==> config.mk <==
export PLATFORM = sky130hd
export DESIGN_NAME = mem_stage
export DESIGN_NICKNAME = d
export VERILOG_FILES = /design/src/rtl/mycpu_pkg.sv /design/src/rtl/load_extract.sv /design/src/rtl/mem_stage.sv
export SDC_FILE = /design/constraint.sdc
export NUM_CORES = 1
export LEC_CHECK = 0
export BUFFER_PORTS_ARGS = -buffer_cell sky130_fd_sc_hd__clkbuf_2
export CAP_MARGIN = 20
export CORE_AREA = 4 4 172 174
export CTS_BUF_LIST = sky130_fd_sc_hd__clkbuf_4 sky130_fd_sc_hd__clkbuf_8 sky130_fd_sc_hd__clkbuf_16
export DETAILED_ROUTE_END_ITERATION = 7
export DIE_AREA = 0 0 176 178
export PLACE_DENSITY = 0.68
export SETUP_SLACK_MARGIN = 0.2
export SYNTH_ARGS = -nofsm -noshare
export SYNTH_HDL_FRONTEND = slang
export SYNTH_SLANG_ARGS = --single-unit
==> constraint.sdc <==
create_clock -name clk -period 3.8 [get_ports clk]
set_input_delay 0.57 -clock clk [delete_from_list [all_inputs] [get_ports clk]]
set_output_delay 0.57 -clock clk [all_outputs]
set_load 0.02 [all_outputs]
==> src/rtl/mycpu_pkg.sv <==
// rtl/mycpu_pkg.sv - shared bus widths, field positions and bus layouts for the EX/MEM/WB stages
package mycpu_pkg;

    localparam int ES2MS_BUS = 172;
    localparam int MS2WS_BUS = 159;
    localparam int RF_ZIP_W  = 39;

    localparam int LD_OP_W   = 5;
    localparam int EXC_ZIP_W = 85;
    localparam int TLB_ZIP_W = 10;

    // one-hot load opcode bit positions inside ld_op = {b, bu, h, hu, w}
    localparam int LD_B  = 4;
    localparam int LD_BU = 3;
    localparam int LD_H  = 2;
    localparam int LD_HU = 1;
    localparam int LD_W  = 0;

    // except_zip[6:0] carries the exception / ertn flags that block memory issue
    localparam int EXC_FLAG_LO = 0;
    localparam int EXC_FLAG_HI = 6;

    // tlb_zip bit that marks a refetch-after-TLB-op instruction
    localparam int TLB_REFETCH = 9;

    typedef struct packed {
        logic [31:0]           pc;
        logic [31:0]           alu_res;
        logic [LD_OP_W-1:0]    ld_op;
        logic                  req_sent;
        logic                  csr_re;
        logic                  rf_we;
        logic [4:0]            rf_waddr;
        logic [EXC_ZIP_W-1:0]  except_zip;
        logic [TLB_ZIP_W-1:0]  tlb_zip;
    } es2ms_t;

    typedef struct packed {
        logic [31:0]           vaddr;
        logic [31:0]           pc;
        logic [EXC_ZIP_W-1:0]  except_zip;
        logic [TLB_ZIP_W-1:0]  tlb_zip;
    } ms2ws_t;

    function automatic logic is_load(input logic [LD_OP_W-1:0] op);
        return |op;
    endfunction

endpackage

==> src/rtl/load_extract.sv <==
// rtl/load_extract.sv - selects and extends the byte/half/word a load returns
module load_extract
    import mycpu_pkg::*;
(
    input  logic [LD_OP_W-1:0] ld_op,
    input  logic [1:0]         addr,
    input  logic [31:0]        raw,
    output logic [31:0]        wdata
);

    logic [7:0]  byte_sel;
    logic [15:0] half_sel;

    // pick the addressed lane, then extend according to the one-hot opcode
    always_comb begin
        case (addr)
            2'd0:    byte_sel = raw[7:0];
            2'd1:    byte_sel = raw[15:8];
            2'd2:    byte_sel = raw[23:16];
            default: byte_sel = raw[31:24];
        endcase
        half_sel = addr[1] ? raw[31:16] : raw[15:0];

        wdata = 32'd0;
        if (ld_op[LD_B]) begin
            wdata = {{24{byte_sel[7]}}, byte_sel};
        end else if (ld_op[LD_BU]) begin
            wdata = {24'd0, byte_sel};
        end else if (ld_op[LD_H]) begin
            wdata = {{16{half_sel[15]}}, half_sel};
        end else if (ld_op[LD_HU]) begin
            wdata = {16'd0, half_sel};
        end else if (ld_op[LD_W]) begin
            wdata = raw;
        end
    end

endmodule

==> src/rtl/mem_stage.sv <==
// rtl/mem_stage.sv - MEM pipeline stage: waits for data responses, extracts load data, drops responses of flushed instructions
module mem_stage
    import mycpu_pkg::*;
(
    input  logic                 clk,
    input  logic                 resetn,
    input  logic                 es2ms_valid,
    input  logic [ES2MS_BUS-1:0] es2ms_bus,
    input  logic                 es_req_fire,
    output logic                 ms_allowin,
    output logic                 ms_ex_block,
    input  logic                 data_sram_data_ok,
    input  logic [31:0]          data_sram_rdata,
    input  logic                 ws_allowin,
    output logic                 ms2ws_valid,
    output logic [MS2WS_BUS-1:0] ms2ws_bus,
    output logic [RF_ZIP_W-1:0]  ms_rf_zip,
    output logic [RF_ZIP_W-1:0]  ms_fwd_zip,
    input  logic                 wb_ex,
    input  logic                 ertn_flush,
    input  logic                 wb_refetch_flush
);

    logic        ms_valid_q,    ms_valid_d;
    es2ms_t      bus_q,         bus_d;
    logic        data_got_q,    data_got_d;
    logic [31:0] data_buf_q,    data_buf_d;
    logic [1:0]  discard_cnt_q, discard_cnt_d;

    logic        flush;
    logic        cnt_zero;
    logic        data_ok_live;
    logic        ms_ready_go;
    logic        ms_enter;
    logic        capture;
    logic        inc_live;
    logic        inc_ex;
    logic        dec_dead;
    logic [2:0]  discard_sum;
    logic [31:0] raw_data;
    logic [31:0] ld_wdata;
    logic [31:0] rf_wdata;
    logic        ld_pending;
    ms2ws_t      ms2ws;

    assign flush        = wb_ex | ertn_flush | wb_refetch_flush;
    assign cnt_zero     = (discard_cnt_q == 2'd0);
    // a response only belongs to the resident instruction once all dead responses have drained
    assign data_ok_live = data_sram_data_ok & cnt_zero;

    assign ms_ready_go  = ~bus_q.req_sent | data_got_q | data_ok_live;
    assign ms_allowin   = ~ms_valid_q | (ms_ready_go & ws_allowin);
    assign ms_enter     = es2ms_valid & ms_allowin & ~flush;
    assign ms2ws_valid  = ms_valid_q & ms_ready_go;

    // park the response only when WB cannot take it this cycle
    assign capture = data_sram_data_ok & ms_valid_q & bus_q.req_sent & ~data_got_q
                   & cnt_zero & ~ws_allowin;

    // responses still owed to instructions killed by this flush
    assign inc_live = flush & ms_valid_q & bus_q.req_sent & ~data_got_q & ~data_ok_live;
    assign inc_ex   = flush & es_req_fire & ~(cnt_zero & data_sram_data_ok & ~ms_valid_q);
    assign dec_dead = data_sram_data_ok & ~cnt_zero;

    // next-state for stage valid, bus latch, response buffer and discard counter
    always_comb begin
        ms_valid_d  = ms_valid_q;
        bus_d       = bus_q;
        data_got_d  = data_got_q;
        data_buf_d  = data_buf_q;

        if (flush) begin
            ms_valid_d = 1'b0;
        end else if (ms_allowin) begin
            ms_valid_d = es2ms_valid;
        end

        if (ms_enter) begin
            bus_d = es2ms_bus;
        end

        if (flush || ms_enter) begin
            data_got_d = 1'b0;
            data_buf_d = 32'd0;
        end else if (capture) begin
            data_got_d = 1'b1;
            data_buf_d = data_sram_rdata;
        end

        discard_sum   = {1'b0, discard_cnt_q} + {2'b00, inc_live} + {2'b00, inc_ex}
                      - {2'b00, dec_dead};
        discard_cnt_d = discard_sum[1:0];
    end

    // state registers, cleared by the synchronous reset
    always_ff @(posedge clk) begin
        if (!resetn) begin
            ms_valid_q    <= 1'b0;
            bus_q         <= '0;
            data_got_q    <= 1'b0;
            data_buf_q    <= 32'd0;
            discard_cnt_q <= 2'd0;
        end else begin
            ms_valid_q    <= ms_valid_d;
            bus_q         <= bus_d;
            data_got_q    <= data_got_d;
            data_buf_q    <= data_buf_d;
            discard_cnt_q <= discard_cnt_d;
        end
    end

    assign raw_data = data_got_q ? data_buf_q : data_sram_rdata;

    load_extract u_load_extract (
        .ld_op (bus_q.ld_op),
        .addr  (bus_q.alu_res[1:0]),
        .raw   (raw_data),
        .wdata (ld_wdata)
    );

    assign rf_wdata   = is_load(bus_q.ld_op) ? ld_wdata : bus_q.alu_res;
    assign ld_pending = ms_valid_q & is_load(bus_q.ld_op) & ~ms_ready_go;

    assign ms2ws.vaddr      = bus_q.alu_res;
    assign ms2ws.pc         = bus_q.pc;
    assign ms2ws.except_zip = bus_q.except_zip;
    assign ms2ws.tlb_zip    = bus_q.tlb_zip;
    assign ms2ws_bus        = ms2ws;

    assign ms_rf_zip  = {bus_q.csr_re, bus_q.rf_we, bus_q.rf_waddr, rf_wdata};
    assign ms_fwd_zip = {ld_pending, bus_q.rf_we & ms_valid_q, bus_q.rf_waddr, rf_wdata};

    assign ms_ex_block = ms_valid_q & (|bus_q.except_zip[EXC_FLAG_HI:EXC_FLAG_LO]
                                       | bus_q.tlb_zip[TLB_REFETCH]);

    a_discard_bound: assert property (@(posedge clk) disable iff (!resetn)
        discard_sum <= 3'd2);

    a_data_ok_owner: assert property (@(posedge clk) disable iff (!resetn)
        data_ok_live |-> (ms_valid_q & bus_q.req_sent & ~data_got_q));

endmodule

# Word-level counts from Yosys, hierarchy flattened
# Cells that the tools add are included.
totals:
  regBits: 208
  word_cells: 72
  output_inout_bits: 240
  input_bits: 213
op_classes:
  bitwise_logic: 38
  n_eq_ne: 2
  n_reduce_logical: 7
  add_sub_neg: 3
  mux: 9
op_table:
  columns: ["cell", "n"]
  rows:
  - ["$mux W32", 7]
  - ["$pmux W8 S3", 1]
  - ["$and A1 B1 Y1", 22]
  - ["$mux W16", 1]
  - ["$not A1 Y1", 10]
  - ["$reduce_or A7 Y1", 1]
  - ["$or A1 B1 Y1", 6]
  - ["$reduce_or A5 Y1", 1]
  - ["$add A2 B1 Y2", 2]
  - ["$logic_not A2 Y1", 2]
  - ["$reduce_or A2 Y1", 2]
  - ["$eq A2 B1 Y1 const B", 1]
  - ["$eq A2 B2 Y1 const B", 1]
  - ["$sub A2 B1 Y2", 1]
  - ["$logic_or A1 B1 Y1", 1]

# Longest topological paths before layout
# Gate-level depths: netlist (run 1).
logic_depth:
  word_depth: 9
  depth_mapped: 11
  ltp_nobuf: 9

# Cells and area by module
# Synthesis (run 1) repeated with hierarchy kept, for this count alone.
unflattened:
  hier_cells: 1305
  hier_area_um2: 11318.4
by_module_without_submodules:
  columns: ["mod", "cells_per_inst", "area_per_inst_um2", "seq_area_each_um2", "n_inst"]
  rows:
  - ["mem_stage", 1198, 10501.3, 4164.0, 1]
  - ["load_extract", 107, 817.0, 0.0, 1]

# Least setup slack after synthesis (run 1)
# Ideal clock, no wire load.
synth_timing:
  kind: "register to output"
  startpoint: "register bus_q (netlist bit ms2ws_bus[128])"
  endpoint: "output ms_rf_zip[4]"
  stages_incl_launch_ff: 7
  required_time_ps: 3230
  arrival_time_ps: 2138
  n_path_buf: 3
  setup_slack_ps: 1092
  path_cell_list: "dfxtp_1 clkbuf_1 buf_2 mux4_2 a22oi_1 o21ai_0 buf_4"
synth_via:
  elab_chain_cells: 6
  elab_cells_between_ends: 10
  classes_between: "eq/ne: 2; mux: 7; reduce/logical: 1"
synth_rtl:
  columns: ["item", "line_no", "source"]
  rows:
  - ["start, declared", "mem_stage.sv:25", "es2ms_t bus_q, bus_d;"]
  - ["start signal, assigned", "mem_stage.sv:105", "bus_q <= bus_d;"]
  - ["$mux W16", "load_extract.sv:22", "half_sel = addr[1] ? raw[31:16] : raw[15:0];"]
  - ["$mux W32", "load_extract.sv:31", "end else if (ld_op[LD_HU]) begin"]
  - ["$mux W32", "load_extract.sv:29", "end else if (ld_op[LD_H]) begin"]
  - ["$mux W32", "load_extract.sv:27", "end else if (ld_op[LD_BU]) begin"]
  - ["$mux W32 *", "load_extract.sv:25", "if (ld_op[LD_B]) begin"]
  - ["$mux W32 *", "mem_stage.sv:121", "assign rf_wdata = is_load(bus_q.ld_op) ? ld_wdata : bus_q.alu_res;"]
  - ["end, declared", "mem_stage.sv:17", "output logic [RF_ZIP_W-1:0] ms_rf_zip,"]
# Every way passes the cells marked *; elsewhere a longest branch is shown, timed or not.

# Worst setup path after layout (run 1)
layout_timing:
  startpoint: "register bus_q[107] (netlist bit)"
  endpoint: "output ms_fwd_zip[2]"
layout_via:
  elab_chain_cells: 2
  elab_cells_between_ends: 3
  classes_between: "mux: 2; reduce/logical: 1"
layout_rtl:
  columns: ["item", "line_no", "source"]
  rows:
  - ["$reduce_or A5 Y1 / $mux W32 (equally long branches)", "mycpu_pkg.sv:46, load_extract.sv:25", null]
  - ["$mux W32 *", "mem_stage.sv:121", null]
  - ["end, declared", "mem_stage.sv:18", "output logic [RF_ZIP_W-1:0] ms_fwd_zip,"]
# Marked as above.

==> results of run 1 <==
-- state kept, by name, indices dropped and copies added (netlist names) --
name,flops
data_buf_q,32
ms_fwd_zip,5
data_got_q,1
discard_cnt_q,2
bus_q,6
ms_valid_q,1
ms_rf_zip,2
ms2ws_bus,159
-- logic make-up after synthesis --
| group | Yosys count | synth area share [%] |
|---|---|---|
| and+or+nand+nor | 478 | 16.8 |
| DFF | 208 | 37.5 |
| xor gates and xnor gates | 2 | 0.158 |
| AOI/OAI and AO/OA | 119 | 6.26 |
| muxes | 216 | 20.9 |
| buffers and inverters | 296 | 18.1 |
| adders and majority gates | 2 | 0.293 |
-- report_power, final --
part / internal [mW] / switching [mW]
clock: 1.31 / 0.940
combinational: 0.268 / 0.402
sequential: 2.23 / 0.0442
-- routing by layer --
metal	wire, um	vias to the layer above	part of all wire, %
met4	773	4	2.4
met1	12700	4253	40
met2	15800	383	49
li1	-	4524	-
met3	2900	56	9.0
met5	27	-	0.084
-- how the worst max path moves through the flow --
stage | startpoint | end | depth (start not counted)
2_1_floorplan | ms2ws_bus[128]$_SDFFE_PN0P_ | ms_rf_zip[4] | 6
3_3_place_gp | ms2ws_bus[128]$_SDFFE_PN0P_ | ms_rf_zip[29] | 4
3_5_place_dp | ms2ws_bus[128]$_SDFFE_PN0P_ | ms_rf_zip[29] | 4
4_1_cts | ms2ws_bus[128]$_SDFFE_PN0P_ | ms_rf_zip[29] | 4
5_1_grt | bus_q[107]$_SDFFE_PN0P_ | ms_fwd_zip[2] | 5
6_report | bus_q[107]$_SDFFE_PN0P_ | ms_fwd_zip[2] | 5
-- layout make-up --
class                           instances  area (um2)
Tap cell                              378         473
Multi-Input combinational cell        817        4930
Clock buffer                           35         714
Clock inverter                          8        57.6
Inverter                                2        7.51
Timing Repair Buffer                  469        2450
Antenna cell                            2        5.00
Fill cell                            2809       15000
Sequential cell                       208        4170
-- synth_stat cells (2+ instances only) --
cell type,instances
a211oi_1,7
a21boi_0,2
a21oi_1,45
a22oi_1,5
a31oi_1,3
and2_1,3
buf_1,2
buf_2,7
buf_4,214
buf_6,11
clkbuf_1,60
dfxtp_1,208
inv_1,2
mux2_2,6
mux2_4,4
mux2i_1,196
mux4_2,10
nand2_1,428
nand2b_1,2
nand3_1,2
nor2_1,23
nor2b_1,4
nor3_1,5
nor4_1,3
o211ai_1,2
o21ai_0,28
o21ai_1,19
or2_2,2
xnor2_1,2
-- tightest hold or removal path: cells and delay by family --
family / cells / cell delay, ns
multiplexers: 1 / 0.05
AND/OR/NAND/NOR: 1 / 0.04
buffers and inverters: 1 / 0.08
==> results by group, run 1 <==
Route
  • Detailed Routing Iterations Pass 1: 7
  • 1st-iter DRT viols: 606
  • Final ANT Viol Nets: 0
  • DR DRC count: 0
  • Routed WL per cell: 16.8 um
  • Final wirelength: 32.3 mm
  • Vias: 9220
  • Vias per Instance: 4.80

Timing
  • Final setup vio count: 0
  • Setup TNS: 0 ns
  • Setup ws final: 0.305 ns
  • Worst Skew: 0.0118 ns
  • Final Cycle Share: 92.0%
  • Min Hold Slack: 0.268 ns
  • Fmax: 286 MHz
  • Final-report hold violation count: 0
  • Fin. max-slew vios: 0
  • Relative slew margins: 37.3%
  • Worst slew pin tran: 0.931 ns
  • Minimum clock period: 3.49 ns
  • RSZ-0062 raised after global routing: false

Hold path
  • Hold WC Path Type: input pin to flip-flop
  • Hold endpoint: ms2ws_bus[75]$_SDFFE_PN0P_
  • Hold wc startpoint: es2ms_bus[75]
  • Hold depth: 3

CTS
  • Post-CTS Resized: 0
  • CTS Buf Count: 24
  • CTS root buf: clkbuf_16
  • Clock Latency Late Sink: 0.52 ns
  • CTS tree: built
  • Post-CTS Setup Bufs: 0
  • Clock-pin slew on the worst setup and hold paths: 0.06 ns
  • CTS Sinks: 208
  • Clk buf depth: 3
  • Post-CTS Hold Buffers: 0
  • H-Tree Depth: 1

Status
  • Status: finished, final reports clean

Floorplan
  • FP Rows: 61
  • DIE HEIGHT: 178 um
  • Initial Utilization: 39.9%
  • Core ar.: 27800 um2
  • DIE WIDTH: 176 um
  • IO Count: 453
  • Die ar.: 31300 um2

Cells and area
  • Final non-filler cell total: 1919
  • Most common cell after layout, fill and taps aside: clkbuf_2
  • Layout cells sized above 1: 35.2%
  • Final net count: 1737
  • Final Util: 46.1%
  • Layout area overhead: 15.4%
  • Fin area: 12800 um2
  • Most frequent cells in the layout: 451 x clkbuf_2, 428 x nand2_1, 205 x dfxtp_1

Critical path
  • Slowest-stage cell, CP: or4_1
  • CP max FO: 21
  • CP endpoint kind: primary output
  • Crit path max-delay family: simple AND/OR/NAND/NOR gates
  • Worst endpoint required time: 3.23 ns
  • Max stage delay on crit path: 0.93 ns
  • Worst Reg-to-Reg Cells: 9
  • Cell Chain, Critical Path: or4_1 > nor2_1 > a22oi_1 > o21ai_0 > clkbuf_2
  • R2R Setup Slk: 1.38 ns
  • CP Class: flip-flop to primary output
  • CP arrival: 2.92 ns
  • Worst path bufs/invs: 1
  • Setup crit start kind: flip-flop
  • FF-to-FF End: discard_cnt_q[1]$_SDFF_PN0_
  • Reg2Reg Launch Point: data_got_q$_SDFFE_PP0P_

Job
  • Max cap viols: 0

Synthesis
  • Netlist cell types: 45
  • Post-synthesis cell count: 1321
  • Area leader, netlist: dfxtp_1
  • Asr flop ratio synth: 0%
  • Yosys top cell area share: 37.5%
  • Synth top area cells: dfxtp_1 38%, mux2i_1 18%, buf_4 14%
  • Syn Area/Cell: 8.40 um2
  • Mapped Nets: 1536
  • Mapped Area: 11100 um2
  • Main synth FF type: dfxtp_1
  • Seq cells post-synth: 208
  • Sequential fraction of the synthesis area: 37.5%
  • Syn. warnings: 0
  • EDFF count, synth: 0

GRT
  • Met2 Resource Use GR: 33.2%
  • GRT Overall Usage: 19.3%
  • GRT met1 Usage: 23.7%
  • Antenna violations before repair: 4
  • Most Crowded Layer GR: met2
  • Global-route wire length before repair: 49.0 mm
  • Vias in the first global route: 8932
  • GRT Residual Overflow: 0
  • Global Route met3 Usage: 5.38%
  • Pin count of the biggest net entering global routing: 95

Placement
  • Cells after DPL: 1874
  • Dpl ws: 0.895 ns
  • GPL Wtd Cong: 0.868
  • Placement Cell Area: 12000 um2
  • DP HPWL: 24.7 mm
  • Port bufs: 452

Pwr
  • Pwr dens: 406 nW/um2
  • Final Power: 5.19 mW
  • P_leak: 5.53 nW
  • Peak supply drop: 0.000245 V
No activity file was read; power rests on OpenSTA's default activity.
==> run 2: changes to the inputs <==
--- a/config.mk
+++ b/config.mk
@@ -12,6 +12,7 @@
 export DETAILED_ROUTE_END_ITERATION = 7
 export DIE_AREA = 0 0 176 178
 export PLACE_DENSITY = 0.68
+export REMOVE_ABC_BUFFERS = 1
 export SETUP_SLACK_MARGIN = 0.2
 export SYNTH_ARGS = -nofsm -noshare
 export SYNTH_HDL_FRONTEND = slang
==> run 2 against run 1 <==
  * Combinational power down 1%
  * Clock skew down 0.0036 ns
  * Largest power group unchanged
  * Highest routed layer unchanged
  * Global-route usage down 0.68 points
  * Largest cell class unchanged
==> results by group, run 2 (synthesized netlist as in run 1, its figures left out) <==
Timing
  • RSZ-0062 raised after global routing: false
  • Fmax: 292 MHz
  • Fin. max-slew vios: 0
  • Final Cycle Share: 90.2%
  • Final setup vio count: 0
  • Relative slew margins: 43.3%
  • Worst slew pin tran: 0.851 ns
  • Final-report hold violation count: 0
  • Worst Skew: 0.00822 ns
  • Minimum clock period: 3.43 ns

Cells and area
  • ANT cells: 0
  • Max reg flops: 159
  • Final Util: 46.2%
  • Layout cells sized above 1: 35.1%
  • Most common cell after layout, fill and taps aside: clkbuf_2
  • Most frequent cells in the layout: 451 x clkbuf_2, 428 x nand2_1, 206 x dfxtp_1
  • Layout area overhead: 15.6%
  • Register area: 4170 um2
  • Final net count: 1737
  • Fill cell instance count of the final layout: 2831
  • Multi-input gate area: 4930 um2

GRT
  • GRT Residual Overflow: 0
  • Global-route wire length before repair: 47.7 mm
  • Pin count of the biggest net entering global routing: 139
  • Antenna violations before repair: 2
  • Vias in the first global route: 8851
  • GRT Overall Usage: 18.6%

Route
  • DR DRC count: 0
  • Detailed Routing Iterations Pass 1: 4
  • Final ANT Viol Nets: 0
  • Final wirelength: 31.0 mm
  • 1st-iter DRT viols: 453
  • Routed WL per cell: 16.1 um
  • Vias: 9100
  • Vias per Instance: 4.75

Hold path
  • Hold WC Path Type: input pin to flip-flop

Floorplan
  • DIE HEIGHT: 178 um
  • DIE WIDTH: 176 um
  • Initial Utilization: 39.9%
  • FP Rows: 61
  • IO Count: 453
  • Die ar.: 31300 um2
  • Core ar.: 27800 um2

CTS
  • Post-CTS Hold Buffers: 0
  • Clk buf depth: 3
  • H-Tree Depth: 1
  • Post-CTS Setup Bufs: 0
  • CTS tree: built
  • CTS Sinks: 208
  • Clock-pin slew on the worst setup and hold paths: 0.06 ns
  • CTS Buf Count: 24
  • Post-CTS Resized: 0
  • CTS root buf: clkbuf_16
  • Clock Latency Late Sink: 0.52 ns

Critical path
  • CP endpoint kind: primary output
  • CP arrival: 2.86 ns
  • CP max FO: 16
  • CP Class: flip-flop to primary output
  • Worst endpoint required time: 3.23 ns
  • Setup crit start kind: flip-flop

Placement
  • Port bufs: 452
  • GPL Wtd Cong: 0.910
  • DP HPWL: 23.2 mm

Pwr
  • Final Power: 5.20 mW
  • Peak supply drop: 0.000264 V
  • Combinational group share of total power: 12.7%
  • Switching Fraction: 26.4%
  • Sw power: 1.37 mW
  • Seq pwr share: 43.7%
  • P_int: 3.83 mW
  • P_leak: 5.54 nW
  • Pwr dens: 405 nW/um2
  • Clk pwr share: 43.6%

Job
  • Max cap viols: 0

Status
  • Status: finished, final reports clean
[run 2: cell types whose count changed in the layout (fill, tap and decap cells not counted)]
cell,change
buf_12,+2
buf_4,-2
bufinv_16,+1
clkbuf_4,-1
clkbuf_8,-2
clkinv_2,+3
dfxtp_1,+1
dfxtp_2,-1
diode_2,-2
inv_6,-1
[run 2: path summary, 6_finish.rpt]
kind / to / slack (ns) / start / depth (start not counted)
worst max-delay path: ms_rf_zip[23] / 0.37 / ms2ws_bus[128]$_SDFFE_PN0P_ / 4
worst min-delay path: ms2ws_bus[22]$_SDFFE_PN0P_ / 0.27 / es2ms_bus[22] / 3
worst max register to register: ms2ws_bus[68]$_SDFFE_PN0P_ / 0.91 / data_got_q$_SDFFE_PP0P_ / 7
worst min register to register: ms2ws_bus[99]$_SDFFE_PN0P_ / 0.45 / ms2ws_bus[99]$_SDFFE_PN0P_ / 2
[run 2: cell type report]
| class | instances | share of cell area [%] |
|---|---|---|
| Clock buffer | 32 | 5.30 |
| Tap cell | 378 | 3.69 |
| Inverter | 2 | 0.0585 |
| Multi-Input combinational cell | 817 | 38.4 |
| Sequential cell | 208 | 32.5 |
| Clock inverter | 11 | 0.732 |
| Timing Repair Buffer | 469 | 19.3 |
[run 2: per-layer routing]
metal  vias up  GRT usage, %  wire [um]
met3        56          6.04       2890
met5         -             0         12
met1      4155          21.1      11800
met4         2          5.98       1080
met2       371          33.1      15200
li1       4516             -          -
[run 2: power groups by stage]
stage / Combinational, mW / Clock (mW) / Sequential, mW
finish: 0.662 / 2.26 / 2.27
global route: 0.725 / 2.42 / 2.28
CTS: 0.669 / 2.34 / 2.27
detailed placement: 0.666 / 0 / 2.32
global placement: 0.657 / 0 / 2.32
floorplan: 0.356 / 0 / 2.36
[run 2: worst max-delay path, stage by stage (launching register included)]
cell and delay (ns):
dfxtp_1 0.67, mux4_2 0.64, a32oi_4 0.57, o21ai_1 0.24
clkbuf_2 0.22
[run 2: through the flow]
stage               instances  TNS [ns]  hold WS (ns)  setup slack (ns)  cell area [um2]
global placement         1874         0         0.439             0.745            12100
detailed placement       1874         0         0.446             0.692            12100
floorplan                1027  -2753.54         0.430            -16.01             9090
CTS                      1917         0         0.240             0.309            12800
finish                   1917         0         0.273             0.371            12800
global route             1917         0         0.252             0.216            12800
==> run 3: changes to the inputs <==
--- a/config.mk
+++ b/config.mk
@@ -7,11 +7,14 @@
 export LEC_CHECK = 0
 export BUFFER_PORTS_ARGS = -buffer_cell sky130_fd_sc_hd__clkbuf_2
 export CAP_MARGIN = 20
-export CORE_AREA = 4 4 172 174
+export CELL_PAD_IN_SITES_DETAIL_PLACEMENT = 1
+export CELL_PAD_IN_SITES_GLOBAL_PLACEMENT = 2
+export CORE_ASPECT_RATIO = 2
+export CORE_MARGIN = 4
+export CORE_UTILIZATION = 29
 export CTS_BUF_LIST = sky130_fd_sc_hd__clkbuf_4 sky130_fd_sc_hd__clkbuf_8 sky130_fd_sc_hd__clkbuf_16
 export DETAILED_ROUTE_END_ITERATION = 7
-export DIE_AREA = 0 0 176 178
-export PLACE_DENSITY = 0.68
+export PLACE_DENSITY_LB_ADDON = 0.1
 export REMOVE_ABC_BUFFERS = 1
 export SETUP_SLACK_MARGIN = 0.2
 export SYNTH_ARGS = -nofsm -noshare
==> run 3 against run 2 <==
  * Routed wire length rose by 27%
  * Via count up 2.0%
  * Critical path depth grew 1
  * First-iteration DRC count down 44%
  * Design area rose by 1.3%
  * Clock power grew 8%
  * Cell count increased by 4.9%
  * Clock-buffer cell count up 8
  * Largest cell class unchanged
  * Highest routed layer is now met4
==> results by group, run 3 (synthesized netlist as in run 1, its figures left out) <==
Timing
  • Final setup vio count: 0
  • Fin. max-slew vios: 0
  • Worst slew pin tran: 0.828 ns
  • Relative slew margins: 44.8%
  • Final Cycle Share: 88.4%
  • Minimum clock period: 3.36 ns
  • Setup TNS: 0 ns
  • Fmax: 298 MHz
  • Worst Skew: 0.0179 ns
  • Setup ws final: 0.439 ns
  • RSZ-0062 raised after global routing: false
  • Final-report hold violation count: 0

Route
  • Metal2 WL: 22.0 mm
  • DR DRC count: 0
  • 1st-iter DRT viols: 254
  • Final ANT Viol Nets: 0
  • Top Layer Used: met4
  • Routed WL per cell: 19.5 um
  • Vias per Instance: 4.62
  • Final wirelength: 39.2 mm
  • Detailed Routing Iterations Pass 1: 4
  • Vias: 9281
  • Met1 wire length: 13.7 mm
  • DR WL met3: 2.74 mm

CTS
  • Post-CTS Setup Bufs: 0
  • Post-CTS Resized: 0
  • Clock-pin slew on the worst setup and hold paths: 0.07 ns
  • CTS Sinks: 208
  • H-Tree Depth: 1
  • Post-CTS Hold Buffers: 0
  • Clock Latency Late Sink: 0.53 ns
  • Clk buf depth: 3
  • CTS root buf: clkbuf_16
  • CTS Buf Count: 24
  • CTS tree: built

GRT
  • Pin count of the biggest net entering global routing: 107
  • Antenna violations before repair: 4
  • Global-route wire length before repair: 59.1 mm
  • Vias in the first global route: 9767
  • GRT Residual Overflow: 0
  • GRT Overall Usage: 18.1%

Pwr
  • P_leak: 5.57 nW
  • Peak supply drop: 0.000270 V
  • Pwr dens: 416 nW/um2

Hold path
  • Hold endpoint: ms2ws_bus[137]$_SDFFE_PN0P_
  • Hold wc startpoint: es2ms_bus[118]
  • Hold WC Path Type: input pin to flip-flop
  • Hold depth: 3

Placement
  • DP HPWL: 29.7 mm
  • Port bufs: 452
  • Placement Cell Area: 12100 um2
  • GPL Wtd Cong: 0.755
  • Dpl ws: 0.853 ns

Critical path
  • Max stage delay on crit path: 0.58 ns
  • Reg2Reg Launch Point: data_got_q$_SDFFE_PP0P_
  • CP endpoint kind: primary output
  • Slowest-stage cell, CP: or4_1
  • Cell Chain, Critical Path: or4_1 > nor2_1 > a22oi_1 > o21ai_0 > clkbuf_2
  • R2R Setup Slk: 0.85 ns
  • FF-to-FF End: ms2ws_bus[84]$_SDFFE_PN0P_
  • Worst endpoint required time: 3.23 ns
  • Worst Reg-to-Reg Cells: 6
  • CP arrival: 2.79 ns
  • CP Class: flip-flop to primary output
  • CP max FO: 10
  • Setup crit start kind: flip-flop

Floorplan
  • DIE HEIGHT: 285 um
  • Initial Utilization: 29.3%
  • DIE WIDTH: 146 um
  • IO Count: 453
  • Core ar.: 37900 um2
  • FP Rows: 101
  • Die ar.: 41600 um2

Cells and area
  • Final net count: 1741
  • Fin area: 13000 um2
  • Most common cell after layout, fill and taps aside: clkbuf_2
  • Layout cells sized above 1: 35.3%
  • Most frequent cells in the layout: 451 x clkbuf_2, 428 x nand2_1, 206 x dfxtp_1
  • Layout area overhead: 17.1%
  • Fill cell instance count of the final layout: 4624
  • Max reg flops: 159

Status
  • Status: finished, final reports clean

Job
  • Max cap viols: 0
run 3: worst max-delay path, delay by kind of cell, from the launching register on:
family | cells | cell delay [ns]
AOI/OAI and AO/OA | 2 | 0.43
buffers and inverters | 1 | 0.24
DFF | 1 | 0.43
and+or+nand+nor | 2 | 1.16
run 3: per-layer routing:
metal / GRT usage [%] / up-vias
met2: 35.9 / 287
met5: 0 / -
met1: 18.1 / 4433
met3: 5.04 / 36
li1: - / 4525
met4: 4.40 / 0
run 3: final cells by class:
cell class                      count  area [um2]  share of cell area (%)
Antenna cell                        4        10.0                  0.0771
Timing Repair Buffer              473        2470                    19.0
Multi-Input combinational cell    817        4930                    37.9
Sequential cell                   208        4170                    32.1
Inverter                            2        7.51                  0.0578
Clock buffer                       40         788                    6.07
Clock inverter                      3        40.0                   0.308
Tap cell                          463         579                    4.46
run 3: how the worst max path moves through the flow:
stage / cells after the start / from / slack [ns] / to
final: 5 / bus_q[107]$_SDFFE_PN0P_ / 0.44 / ms_fwd_zip[6]
after global routing: 5 / bus_q[107]$_SDFFE_PN0P_ / 0.27 / ms_fwd_zip[6]
after CTS: 5 / bus_q[107]$_SDFFE_PN0P_ / 0.39 / ms_fwd_zip[6]
after detailed placement: 6 / data_got_q$_SDFFE_PP0P_ / 0.85 / ms2ws_bus[84]$_SDFFE_PN0P_
after global placement: 6 / data_got_q$_SDFFE_PP0P_ / 0.91 / ms2ws_bus[111]$_SDFFE_PN0P_
after floorplan: 4 / data_got_q$_SDFFE_PP0P_ / -16.01 / bus_q[102]$_SDFFE_PN0P_
run 3: power by group:
group | total [mW] | switching [mW] | internal, mW | leakage [nW]
clock | 2.44 | 0.966 | 1.48 | 0.420
sequential | 2.27 | 0.0405 | 2.23 | 1.68
combinational | 0.685 | 0.413 | 0.272 | 3.47
total | 5.40 | 1.42 | 3.98 | 5.57
run 3: metrics by stage:
| step | power [mW] | hold slack, ns | utilization [%] | std cells |
|---|---|---|---|---|
| after floorplan | 2.72 | 0.430 | - | 1027 |
| after global placement | 3.01 | 0.439 | 32.0 | 1963 |
| after detailed placement | 3.02 | 0.449 | 32.0 | 1963 |
| after CTS | 5.52 | 0.239 | 34.2 | 2006 |
| after global routing | 5.67 | 0.251 | 34.3 | 2009 |
| final | 5.40 | 0.265 | 34.3 | 2010 |
